**src/rtl/word_serializer_pkg.sv**
```systemverilog
// rtl/word_serializer_pkg.sv - shared helpers for the word serializer slice
package word_serializer_pkg;

  // Ceiling log2, used to size beat counters and mux selects.
  // Returns at least 1 so a two-word vector still gets a 1-bit select.
  function automatic int clog2(input int value);
    int result;
    result = 1;
    for (int i = 1; i < 32; i++) begin
      if ((1 << i) < value) begin
        result = i + 1;
      end
    end
    return result;
  endfunction

endpackage

```
**src/rtl/word_serializer_mux.sv**
```systemverilog
// rtl/word_serializer_mux.sv - word-select mux over a packed vector
module word_serializer_mux
  import word_serializer_pkg::*;
#(
  parameter int NUM_INPUT = 4,
  parameter int BIT_WIDTH = 8
) (
  input  logic [NUM_INPUT*BIT_WIDTH-1:0] input_data,
  input  logic [clog2(NUM_INPUT)-1:0]    select,
  output logic [BIT_WIDTH-1:0]           output_data
);

  localparam int SEL_W = clog2(NUM_INPUT);

  // Pick word[select]; out-of-range selects (non-power-of-2 sizes) yield zero.
  always_comb begin
    output_data = '0;
    for (int i = 0; i < NUM_INPUT; i++) begin
      if (select == SEL_W'(i)) begin
        output_data = input_data[i*BIT_WIDTH +: BIT_WIDTH];
      end
    end
  end

endmodule

```
**src/rtl/word_serializer.sv**
```systemverilog
// rtl/word_serializer.sv - parallel vector in, one word per beat out
module word_serializer
  import word_serializer_pkg::*;
#(
  parameter int NUM_INPUT = 4,
  parameter int BIT_WIDTH = 8
) (
  input  logic                           clk,
  input  logic                           rst,
  input  logic                           in_valid,
  input  logic [NUM_INPUT*BIT_WIDTH-1:0] in_data,
  output logic                           in_ready,
  output logic                           out_valid,
  output logic [BIT_WIDTH-1:0]           out_data,
  output logic                           out_last,
  input  logic                           out_ready
);

  localparam int SEL_W = clog2(NUM_INPUT);
  localparam logic [SEL_W-1:0] LAST_SEL = SEL_W'(NUM_INPUT - 1);

  localparam logic ST_IDLE = 1'b0;
  localparam logic ST_SEND = 1'b1;

  logic                           state_q;
  logic [SEL_W-1:0]               sel_q;
  logic [NUM_INPUT*BIT_WIDTH-1:0] vec_q;

  logic sel_is_last;
  logic beat;
  logic load;

  // The final beat of a vector frees the register, so a new vector may load
  // in the same cycle and the output stream keeps one word per clock.
  assign sel_is_last = (sel_q == LAST_SEL);
  assign out_valid   = (state_q == ST_SEND);
  assign out_last    = out_valid & sel_is_last;
  assign in_ready    = (state_q == ST_IDLE) | (out_valid & sel_is_last & out_ready);
  assign beat        = out_valid & out_ready;
  assign load        = in_valid & in_ready;

  // FSM, beat counter and vector register; the counter wraps explicitly.
  always_ff @(posedge clk or posedge rst) begin
    if (rst) begin
      state_q <= ST_IDLE;
      sel_q   <= '0;
      vec_q   <= '0;
    end else if (load) begin
      vec_q   <= in_data;
      sel_q   <= '0;
      state_q <= ST_SEND;
    end else if (beat) begin
      if (sel_is_last) begin
        sel_q   <= '0;
        state_q <= ST_IDLE;
      end else begin
        sel_q   <= sel_q + SEL_W'(1);
      end
    end
  end

  word_serializer_mux #(
    .NUM_INPUT (NUM_INPUT),
    .BIT_WIDTH (BIT_WIDTH)
  ) u_mux (
    .input_data  (vec_q),
    .select      (sel_q),
    .output_data (out_data)
  );

endmodule
```
**config.mk**
```make
export PLATFORM = sky130hd
export DESIGN_NAME = word_serializer
export DESIGN_NICKNAME = d
export VERILOG_FILES = /design/src/rtl/word_serializer_pkg.sv /design/src/rtl/word_serializer_mux.sv /design/src/rtl/word_serializer.sv
export SDC_FILE = /design/constraint.sdc
export NUM_CORES = 1
export LEC_CHECK = 0
export CORE_ASPECT_RATIO = 0.8
export CORE_MARGIN = 3
export CORE_UTILIZATION = 62
export CTS_CLUSTER_SIZE = 10
export DETAILED_ROUTE_END_ITERATION = 10
export DONT_BUFFER_PORTS = 1
export HOLD_SLACK_MARGIN = 0.08
export MAX_ROUTING_LAYER = met4
export PLACE_DENSITY_LB_ADDON = 0.08
export SLEW_MARGIN = 40
export SYNTH_ARGS = -nofsm -noshare
export SYNTH_HDL_FRONTEND = slang
export SYNTH_SLANG_ARGS = --single-unit
```
**constraint.sdc**
```tcl
create_clock -name clk -period 5.26 [get_ports clk]
set_clock_uncertainty 0.1 [all_clocks]
set_input_delay 0.263 -clock clk [delete_from_list [all_inputs] [get_ports clk]]
set_output_delay 0.263 -clock clk [all_outputs]
set_load 0.01 [all_outputs]
```
# Word level (Yosys, flattened, before mapping)
# Index checks and enable logic that the tools add are counted.
# op_classes
addsub	1
n_eq_ne	3
mux	10
bitwise	6
n_reduce_logical	4
# ops
op	count
$mux W32	3
$eq A32 B2 Y1 const B	2
$add A32 B1 Y32 const B	1
$eq A32 B1 Y1 const B	1
$logic_not A32 Y1	1
$mux W8	4
$and A1 B1 Y1	4
$reduce_bool A2 Y1	2
$mux W1	3
$reduce_and A2 Y1	1
$not A1 Y1	1
$or A1 B1 Y1	1
# word_totals
reg_bits	65
in_bits	36
output_inout_bits	11
elab_cells	27

# Logic depth before layout (Yosys ltp)
# Gate-level depths: netlist (run 1).
# logic_depth
depth_word	7
mapped_depth	7
depth_no_buf	6

# Cells and area by module
# From an unflattened synthesis (run 1), not the netlist that was laid out.
# unflattened
hier_cells	510
area_unflattened_um2	4349.2
# by_module_without_submodules
module	n_inst	cells_each	area_each_um2	seq_area_each_um2
word_serializer	1	478	4033.9	1626.6
word_serializer_mux	1	32	315.3	0.0

# Least setup slack after synthesis (run 1)
# No wires, ideal clock.
# synth_path
path_kind	reg-to-reg
from	register sel_q[0]
to	register sel_q[12]
setup_time_ps	78
t_arrival_ps	2049
t_required_ps	5082
path_slack_ps	3033
path_stages_with_launch	8
n_path_buf	2
period_less_slack_ps	2227
cell_sequence	dfrtp_1 ha_1 buf_2 nand3_1 or4_4 buf_2 or3_1 a21oi_1
# synth_via
elab_chain_cells	6
word_cells_on_any_way	10
classes_between	add/sub (1); eq/ne (1); mux (3); bitwise (4); reduce/logical (1)
# synth_lines
item	line	rtl
start: declaration	word_serializer.sv:26	logic [SEL_W-1:0] sel_q;
start signal: assignment	word_serializer.sv:57	sel_q <= sel_q + SEL_W'(1);
parallel branches: the longest is 6 deep, another holds $add A32 B1 Y32	-	
# Several ways; the timed one is not identified. The select of a mux whose other input is x is not followed.
# A chain may end at the register's enable or synchronous reset.

# Worst setup path after layout (run 1)
# layout_path
from	register sel_q[0]
to	register sel_q[22]
# Same word-level chain as after synthesis.

==> impl_metrics.csv, run 1 <==
group,metric,value,unit
status,status,"completed",
power,vdd.ir_drop.worst,0.199,mV
yosys,synth-compound-area-share,0.284,
grt,grt_max_degree,66,
cts,cts_sinks,65,
yosys,synth-adder-area-share,0.0115,
critical_path,setup.worst_path.class,"flip-flop to flip-flop",
worst_hold_path,hold-path-cell-count,3,
placement,placedCellCount,567,
finish,n_fill_cell,445,
grt,total_gr_overflow,0,
timing,setup-tns-final,0,ps
grt,number_of_antenna_violations_at_the_first_check_in_global_routing,0,
route,wl_per_cell,20.8,microns
yosys,synth.net_count,565,
cts,cts-htree-levels,3,
floorplan,core_area,0.00660,sq mm
yosys,avgSynthCellArea,8.31,sq um
yosys,synth_top_cell_area_share,0.373,
route,drt-pass1-iter-count,6,
yosys,ys_types,41,
finish,syn_to_final_growth,18.6,%
yosys,post_synth_mux_area_share,0.00229,
route,antenna_left,0,
yosys,synth_warnings,0,
timing,report.final.hold_viol_count,0,
yosys,synth_xor_area_frac,0.0141,
power,power_per_cell_area,279,mW/mm^2
cts,post_cts_buffers,0,
critical_path,cp_data_arrival_time,3000,ps
cts,post_cts_gate_resize_count,0,
placement,dpl-instance-area,0.00433,sq mm
timing,setup_viol_count_final,0,
placement,detailed_place_hpwl,7390,microns
timing,timing_max_transition_violations_final,0,
cts,postCtsHoldBufs,66,
yosys,combinational_family_with_the_most_area_after_synthesis,"compound AO/OA/AOI/OAI gates",
grt,globalRouteTotalUtil,0.353,
critical_path,type_of_origin_of_the_critical_path,"flip-flop",
yosys,postSynthRegisterBits,65,
yosys,synth-edff-count,0,
timing,worstMarginPinSlew,880,ps
finish,multi_input_area,0.00250,sq mm
timing,timing.slew.headroom,0.408,
cts,worstSkewPairLatency,350,ps
worst_hold_path,timing.hold.worst.class,"input pin to flip-flop",
route,routed_wl,13400,microns
placement,pre_cts_ws,2250,ps
worst_hold_path,hold_path_end,"vec_q[21]",
yosys,yosys-top-cells-count,"sky130_fd_sc_hd__dfrtp_1 (65), sky130_fd_sc_hd__nand2_1 (54), sky130_fd_sc_hd__o21ai_0 (45), sky130_fd_sc_hd__clkbuf_1 (43), sky130_fd_sc_hd__a221oi_1 (36)",
critical_path,timing.reg2reg.worst_path_depth,5,
yosys,synth-seq-area-share,0.373,
route,dr.first_iter.drc_count,717,
worst_hold_path,hold_path.startpoint,"in_data[21]",
floorplan,die_x,99.8,microns
cts,clk_transition_reported_paths,70,ps
grt,grt_first_pass_wirelength,22100,microns
critical_path,r2r-end,"sel_q[22]",
critical_path,reg_to_reg_critical_path_startpoint,"sel_q[0]",
yosys,netlist_instances,525,
yosys,post_synthesis_cell_area,0.00436,sq mm
critical_path,crit_path_end_kind,"flip-flop",
flow_run,drv_cap,0,
floorplan,top_level_ports,47,
cts,clk_root_buffer_cell,"sky130_fd_sc_hd__clkbuf_8",
cts,cts_inserted_buffers,9,
finish,final_layout_size_suffix_gt1_frac,0.0498,
finish,stdcell_count,646,
timing,achievable_freq,353,MHz
yosys,synth_async_sr_flop_share,1.00,
yosys,synth_area_leaders,"sky130_fd_sc_hd__dfrtp_1 (37%), sky130_fd_sc_hd__a221oi_1 (7.2%), sky130_fd_sc_hd__o311ai_0 (5.6%), sky130_fd_sc_hd__o21ai_0 (5.2%), sky130_fd_sc_hd__nand2_1 (4.6%)",
placement,number_of_i_o_port_buffers,0,
yosys,post-synth-top-count-cell,"sky130_fd_sc_hd__dfrtp_1",
finish,final_cell_area,0.00517,sq mm
route,route.detailed.vias_per_inst,7.33,
power,leakage,1.91,nW
finish,number_of_nets_at_the_end_of_the_flow,600,
floorplan,placement_rows,26,
critical_path,worst_path_required,5430,ps
floorplan,die_h,81.0,microns
timing,postLayoutSetupSlackWorst,2430,ps
cts,cts_tree,"done",
finish,ff_latch_area,0.00163,sq mm
finish,diodes,0,
route,via_count,4734,
route,remaining_drc_errors,0,
yosys,synth_top_cell_by_area,"sky130_fd_sc_hd__dfrtp_1",
yosys,ys_dominant_reg_cell,"sky130_fd_sc_hd__dfrtp_1",
timing,fin_crit,2830,ps
critical_path,timing.critical_path.fanout_max,26,
grt,number_of_global_route_vias_before_repair,4429,
timing,rsz0062_at_grt,"false",
critical_path,worst-r2r-setup-slack,2430,ps
timing,timing.final.crit_share,0.538,
placement,gp_congestion,0.862,
yosys,synth-simple-area-share,0.258,
floorplan,start_util,0.660,
floorplan,die-area,0.00808,sq mm
cts,ctsLongestPathBuffers,2,
finish,layout.core_utilization,0.784,
-- where the power goes --
group	internal [mW]	switching, mW	total, mW
combinational	0.174	0.275	0.449
sequential	0.539	0.0652	0.604
clock	0.202	0.189	0.392
-- critical path: stages (launching register included) --
cell	delay [ps]
sky130_fd_sc_hd__dfrtp_1	450
sky130_fd_sc_hd__ha_2	530
sky130_fd_sc_hd__nand3_1	290
sky130_fd_sc_hd__or4_4	680
sky130_fd_sc_hd__or4_1	540
sky130_fd_sc_hd__a21oi_1	150
-- registers in the layout (all words and copies together), names as in the netlist --
register   cells
sel_q         32
out_valid      1
vec_q         32
-- worst max path at each step --
| stage | start | to | slack (ps) |
|---|---|---|---|
| 2_1_floorplan | sel_q[0] | sel_q[12] | 3030 |
| 3_3_place_gp | sel_q[0] | sel_q[22] | 2320 |
| 3_5_place_dp | sel_q[0] | sel_q[22] | 2250 |
| 4_1_cts | sel_q[0] | sel_q[22] | 2210 |
| 5_1_grt | sel_q[0] | sel_q[20] | 2290 |
| 6_report | sel_q[0] | sel_q[22] | 2430 |
-- layout make-up --
type,count,share of cell area
sequential,65,0.314
tap,84,0.0203
timing repair buffer,73,0.139
inverter,15,0.0109
clock buffer,13,0.0326
multi-input combinational,396,0.483
-- logic make-up after synthesis --
family	count (synthesis)
simple gates	208
compound gates	176
flops	65
buf+inv	64
xor+xnor	7
fa+ha+maj	4
mux	1
-- metrics by stage --
step,power (mW),hold slack [ps]
finish,1.44,97.7
global route,1.51,102
CTS,1.42,98.6
detailed placement,0.993,243
global placement,0.976,346
floorplan,0.897,344
-- placed cells by master (no fill, tap or decap), types with 7 or more instances in the layout --
cell type,count
sky130_fd_sc_hd__a211o_1,8
sky130_fd_sc_hd__a21oi_1,26
sky130_fd_sc_hd__a221oi_1,36
sky130_fd_sc_hd__a31oi_1,7
sky130_fd_sc_hd__and2_1,26
sky130_fd_sc_hd__and3_1,30
sky130_fd_sc_hd__clkbuf_8,12
sky130_fd_sc_hd__dfrtp_1,65
sky130_fd_sc_hd__dlygate4sd3_1,66
sky130_fd_sc_hd__inv_1,12
sky130_fd_sc_hd__nand2_1,54
sky130_fd_sc_hd__nand3_1,9
sky130_fd_sc_hd__nand4_1,12
sky130_fd_sc_hd__nor2_1,22
sky130_fd_sc_hd__nor2b_1,9
sky130_fd_sc_hd__nor4_1,14
sky130_fd_sc_hd__o21ai_0,45
sky130_fd_sc_hd__o311ai_0,28
sky130_fd_sc_hd__o31ai_1,8
sky130_fd_sc_hd__or3_1,7
sky130_fd_sc_hd__or4_1,8
sky130_fd_sc_hd__xnor2_1,7
-- routing by layer --
| layer | part of all wire | vias up | global-route usage |
|---|---|---|---|
| met5 | 0 | - | - |
| met4 | 0.033 | 0 | 0.130 |
| met3 | 0.10 | 60 | 0.0764 |
| met2 | 0.43 | 313 | 0.506 |
| met1 | 0.43 | 2265 | 0.492 |
| li1 | - | 2096 | - |
No activity file was read; power rests on OpenSTA's default activity.
==> inputs of run 2 (changes only) <==
- clock period: 5.26 -> 2.95 ns (I/O delays scaled with it)
==> run 2 against run 1 <==
Net effect: cell count grew 6.0%; count of clock-buffer cells in the layout shrank 1; maximum frequency grew 0.46%; first-iteration DRC count grew 15%; clock power grew to 2.6 times the previous value; largest power group unchanged; critical path depth grew 2; sequential power grew 77%; sequential share of layout area shrank 2.5 points.
==> impl_metrics.csv, run 2 (synthesis gave the netlist of run 1 again) <==
group,metric,value,unit
critical_path,timing.reg2reg.worst_path_depth,7,
status,status,"completed",
finish,syn_to_final_growth,28.7,%
finish,most_common_cell_after_layout_fill_and_taps_aside,"sky130_fd_sc_hd__dlygate4sd3_1",
grt,total_gr_overflow,0,
placement,detailed_place_hpwl,7790,microns
worst_hold_path,hold_path.startpoint,"out_ready",
finish,diodes,0,
timing,final.hold.worst_slack,82.6,ps
power,vdd.ir_drop.worst,0.349,mV
floorplan,start_util,0.660,
cts,cts_sinks,65,
floorplan,die-area,0.00808,sq mm
floorplan,die_x,99.8,microns
critical_path,worst-r2r-setup-slack,130,ps
finish,layout.core_utilization,0.850,
critical_path,path_common_cell,"sky130_fd_sc_hd__buf_4",
power,report.power.total,2.91,mW
cts,ctsLongestPathBuffers,2,
critical_path,worst-path-buf-inv,3,
flow_run,drv_cap,0,
critical_path,worst_path_dominant_cell_family,"buffers and inverters",
placement,placedCellCount,574,
power,leakage,2.04,nW
floorplan,die_h,81.0,microns
critical_path,r2r-end,"vec_q[4]",
grt,number_of_global_route_vias_before_repair,4774,
route,routed_wl,15100,microns
critical_path,timing.critical_path.slowest_stage_cell,"sky130_fd_sc_hd__dlygate4sd3_1",
critical_path,cp_cell_sequence,"ha_1, buf_4, nand2_1, buf_4, a221oi_1, o311ai_0, dlygate4sd3_1",
finish,stdcell_count,685,
finish,commonest_cells_after_routing_fill_and_taps_aside,"sky130_fd_sc_hd__dlygate4sd3_1 (95), sky130_fd_sc_hd__dfrtp_1 (65), sky130_fd_sc_hd__nand2_1 (54)",
critical_path,cp_data_arrival_time,2960,ps
timing,report.final.hold_viol_count,0,
finish,n_fill_cell,339,
critical_path,type_of_origin_of_the_critical_path,"flip-flop",
route,remaining_drc_errors,0,
critical_path,reg_to_reg_critical_path_startpoint,"sel_q[0]",
finish,number_of_nets_at_the_end_of_the_flow,636,
route,route.detailed.vias_per_inst,7.39,
cts,cts-htree-levels,3,
placement,gp_congestion,0.870,
route,dr.first_iter.drc_count,825,
floorplan,core_area,0.00660,sq mm
cts,worstSkewPairLatency,360,ps
critical_path,worst_path_required,3090,ps
grt,grt_max_degree,64,
worst_hold_path,hold_path_end,"sel_q[1]",
power,power_per_cell_area,519,mW/mm^2
grt,number_of_antenna_violations_at_the_first_check_in_global_routing,0,
timing,timing.final.crit_share,0.955,
cts,cts_inserted_buffers,9,
grt,globalRouteTotalUtil,0.391,
critical_path,timing.critical_path.fanout_max,61,
cts,clk_root_buffer_cell,"sky130_fd_sc_hd__clkbuf_8",
timing,setup-tns-final,0,ps
critical_path,crit_path_end_kind,"flip-flop",
worst_hold_path,hold-path-cell-count,2,
cts,clk_transition_reported_paths,70,ps
timing,fin_crit,2820,ps
worst_hold_path,timing.hold.worst.class,"input pin to flip-flop",
route,via_count,5065,
floorplan,top_level_ports,47,
timing,timing_max_transition_violations_final,0,
timing,achievable_freq,355,MHz
timing,timing.slew.headroom,0.569,
route,antenna_left,0,
timing,rsz0062_at_grt,"false",
critical_path,cp_slowest_stage_delay,620,ps
cts,cts_tree,"done",
timing,worstMarginPinSlew,645,ps
floorplan,placement_rows,26,
timing,setup_viol_count_final,0,
critical_path,setup.worst_path.class,"flip-flop to flip-flop",
route,wl_per_cell,22.1,microns
route,drt-pass1-iter-count,6,
grt,grt_first_pass_wirelength,24200,microns
finish,final_layout_size_suffix_gt1_frac,0.0632,
placement,number_of_i_o_port_buffers,0,
==> run 2: cell count changes in the layout (fill, tap and decap cells not counted), sizes merged <==
cell and change:
dlygate4sd3 +29, buf +7, bufinv +3, clkbuf -1
clkinv +1, clkinvlp +1, inv -1
==> run 2: final cells by class <==
cell class,instances,area [sq um],area share
Clock buffer,12,165,0.0294
Clock inverter,4,97.6,0.0174
Inverter,15,57.6,0.0102
Multi-Input combinational cell,396,2510,0.447
Sequential cell,65,1630,0.290
Tap cell,84,105,0.0187
Timing Repair Buffer,109,1060,0.188
==> run 2: repair_timing <==
action                                  CTS  global route
resized for setup                         0             3
endpoints found under the setup margin    0            21
setup buffers                             0             0
hold buffers                             95             0
endpoints found under the hold margin    66             0
==> run 2: how the worst max path moves through the flow <==
stage | start | to | slack (ps) | depth (start not counted)
2_1_floorplan | sel_q[0] | sel_q[12] | 720 | 7
3_3_place_gp | sel_q[0] | sel_q[23] | 680 | 4
3_5_place_dp | sel_q[0] | sel_q[24] | 600 | 5
4_1_cts | sel_q[6] | vec_q[29] | 270 | 6
5_1_grt | sel_q[2] | vec_q[29] | 7 | 6
6_report | sel_q[0] | vec_q[4] | 130 | 7
==> run 2: report_power, final <==
part	internal, mW	leakage [nW]	switching, mW	total [mW]
Combinational	0.320	1.20	0.520	0.840
Sequential	0.960	0.716	0.108	1.07
Clock	0.631	0.129	0.376	1.01
Total	1.91	2.04	1.00	2.91
==> run 2: layer usage <==
layer / GRT usage / share of wire / up-vias
li1: - / - / 2174
met1: 0.527 / 0.40 / 2445
met2: 0.578 / 0.45 / 373
met3: 0.103 / 0.11 / 73
met4: 0.131 / 0.034 / 0
met5: - / 0 / -
==> run 2: through the flow <==
| step | setup WS (ps) | instance area [sq um] |
|---|---|---|
| 6_report | 133 | 5620 |
| 5_1_grt | 7.04 | 5620 |
| 4_1_cts | 267 | 5600 |
| 3_5_place_dp | 598 | 4380 |
| 3_3_place_gp | 683 | 4380 |
| 2_1_floorplan | 723 | 4360 |
==> inputs of run 3 (changes only) <==
- CTS_CLUSTER_SIZE: 10 -> 30
- clock period: 2.95 -> 2.7 ns (I/O delays scaled with it)
==> run 3 against run 2 <==
Net effect: sequential share of layout area grew 1.7 points; die area did not move; power is 5.4% higher; design area is 5.4% lower; first-iteration DRC count down 20%; worst hold slack improved by 28 ps; via count shrank 5.5%; critical endpoint is now vec_q[31].
==> impl_metrics.csv, run 3 (synthesis gave the netlist of run 1 again) <==
group,metric,value,unit
route,via_count,4787,
cts,cts-htree-levels,3,
route,dr.first_iter.drc_count,664,
finish,number_of_nets_at_the_end_of_the_flow,610,
critical_path,worstSetupStartpoint,"sel_q[6]",
timing,fin_crit,2630,ps
floorplan,top_level_ports,47,
critical_path,cp_cell_sequence,"nor4_2, and4_1, nand2_1, buf_4, o211ai_1, dlygate4sd3_1",
finish,n_fill_cell,427,
route,remaining_drc_errors,0,
floorplan,start_util,0.660,
critical_path,timing.critical_path.fanout_max,40,
worst_hold_path,hold_path_end,"sel_q[1]",
timing,final.hold.worst_slack,111,ps
cts,post_cts_buffers,0,
cts,clk_transition_reported_paths,70,ps
power,leakage,2.00,nW
critical_path,timing.critical_path.slowest_stage_cell,"sky130_fd_sc_hd__dlygate4sd3_1",
power,clock_power_share,0.317,
cts,cts_inserted_buffers,9,
floorplan,die_x,99.8,microns
critical_path,type_of_origin_of_the_critical_path,"flip-flop",
grt,grt_max_degree,62,
power,power.share.combinational,0.297,
status,status,"completed",
timing,worstMarginPinSlew,683,ps
power,power.sequential.fraction,0.386,
critical_path,timing.reg2reg.worst_path_depth,6,
timing,report.final.hold_viol_count,0,
timing,setup-tns-final,0,ps
timing,postLayoutSetupSlackWorst,73.4,ps
timing,timing_max_transition_violations_final,0,
critical_path,r2r-end,"vec_q[31]",
finish,stdcell_count,658,
power,report.power.total,3.07,mW
power,intPower,2.00,mW
power,vdd.ir_drop.worst,0.418,mV
finish,diodes,0,
critical_path,cp_slowest_stage_delay,610,ps
timing,timing.final.crit_share,0.973,
route,routed_wl,13800,microns
timing,setup_viol_count_final,0,
floorplan,placement_rows,26,
critical_path,reg_to_reg_critical_path_startpoint,"sel_q[6]",
placement,placedCellCount,576,
finish,final_layout_size_suffix_gt1_frac,0.0679,
cts,cts_sinks,65,
power,switching_share,0.349,
route,antenna_left,0,
cts,ctsLongestPathBuffers,2,
critical_path,cp_data_arrival_time,2780,ps
critical_path,setup.worst_path.class,"flip-flop to flip-flop",
worst_hold_path,hold-path-cell-count,2,
cts,clk_root_buffer_cell,"sky130_fd_sc_hd__clkbuf_8",
worst_hold_path,timing.hold.worst.class,"input pin to flip-flop",
finish,syn_to_final_growth,21.8,%
route,wl_per_cell,21.0,microns
grt,total_gr_overflow,0,
timing,achievable_freq,381,MHz
placement,pre_cts_ws,341,ps
finish,ff_latch_area,0.00163,sq mm
grt,grt_first_pass_wirelength,22500,microns
critical_path,worst-r2r-setup-slack,70,ps
floorplan,die_h,81.0,microns
grt,number_of_antenna_violations_at_the_first_check_in_global_routing,0,
critical_path,worst_path_required,2860,ps
placement,number_of_i_o_port_buffers,0,
worst_hold_path,hold_path.startpoint,"out_ready",
grt,number_of_global_route_vias_before_repair,4448,
finish,most_common_cell_after_layout_fill_and_taps_aside,"sky130_fd_sc_hd__dlygate4sd3_1",
critical_path,crit_path_end_kind,"flip-flop",
cts,cts_tree,"done",
placement,detailed_place_hpwl,7930,microns
cts,worstSkewPairLatency,340,ps
floorplan,die-area,0.00808,sq mm
finish,commonest_cells_after_routing_fill_and_taps_aside,"sky130_fd_sc_hd__dlygate4sd3_1 (66), sky130_fd_sc_hd__dfrtp_1 (64), sky130_fd_sc_hd__nand2_1 (54)",
route,drt-pass1-iter-count,5,
power,netSwitchingPower,1.07,mW
grt,globalRouteTotalUtil,0.359,
floorplan,core_area,0.00660,sq mm
flow_run,drv_cap,0,
timing,timing.slew.headroom,0.541,
power,power_per_cell_area,578,mW/mm^2
placement,gp_congestion,0.915,
finish,multi_input_area,0.00250,sq mm
route,route.detailed.vias_per_inst,7.28,
==> run 3: cell types whose count changed in the layout (fill, tap and decap cells not counted), sizes merged <==
cell	before	now
inv	13	14
clkinvlp	1	0
bufinv	3	2
buf	14	17
clkbuf	12	13
dlygate4sd3	95	66
clkinv	2	1
==> run 3: metal layers <==
layer	up-vias	routed length [microns]	global-route usage
met1	2275	5710	0.499
met5	-	0	-
met2	353	6330	0.533
li1	2126	-	-
met3	33	1530	0.0730
met4	0	222	0.105
==> run 3: through the flow <==
stage	cell area [sq um]	util
after floorplan	4360	-
after global placement	4400	0.666
after detailed placement	4400	0.666
after CTS	5300	0.802
after global routing	5310	0.804
final	5310	0.804
==> run 3: power groups by stage <==
stage          Clock [mW]  Combinational (mW)  Sequential [mW]
2_1_floorplan           0               0.597             1.15
3_3_place_gp            0               0.753             1.17
3_5_place_dp            0               0.769             1.19
4_1_cts             0.976               0.858             1.17
5_1_grt              1.02               0.982             1.20
6_report            0.973               0.911             1.19
==> run 3: cell type report <==
| cell class | instances | area share |
|---|---|---|
| well taps | 84 | 0.0198 |
| repair buffers | 83 | 0.149 |
| clock inverters | 2 | 0.0113 |
| inverters | 15 | 0.0106 |
| flip-flops and latches | 65 | 0.306 |
| multi-input cells | 396 | 0.471 |
| clock buffers | 13 | 0.0318 |
==> run 3: how the worst max path moves through the flow <==
stage,slack (ps),endpoint,cells past startpoint
after CTS,120,vec_q[0],7
after floorplan,470,sel_q[12],7
after global routing,-20,vec_q[31],7
final,70,vec_q[31],6
after global placement,450,sel_q[24],5
after detailed placement,340,sel_q[24],5
==> run 3: critical path: cells and delay by family (launching register included) <==
kind	cells	cell delay (ps)
AO/OA/AOI/OAI	1	240
buffers and inverters	2	860
flip-flops	1	480
AND/OR/NAND/NOR	3	830
==> run 3: repair_timing <==
action	in CTS	in global routing
resized for setup	0	5
endpoints found under the hold margin	63	0
endpoints found under the setup margin	0	3
hold buffers	67	0
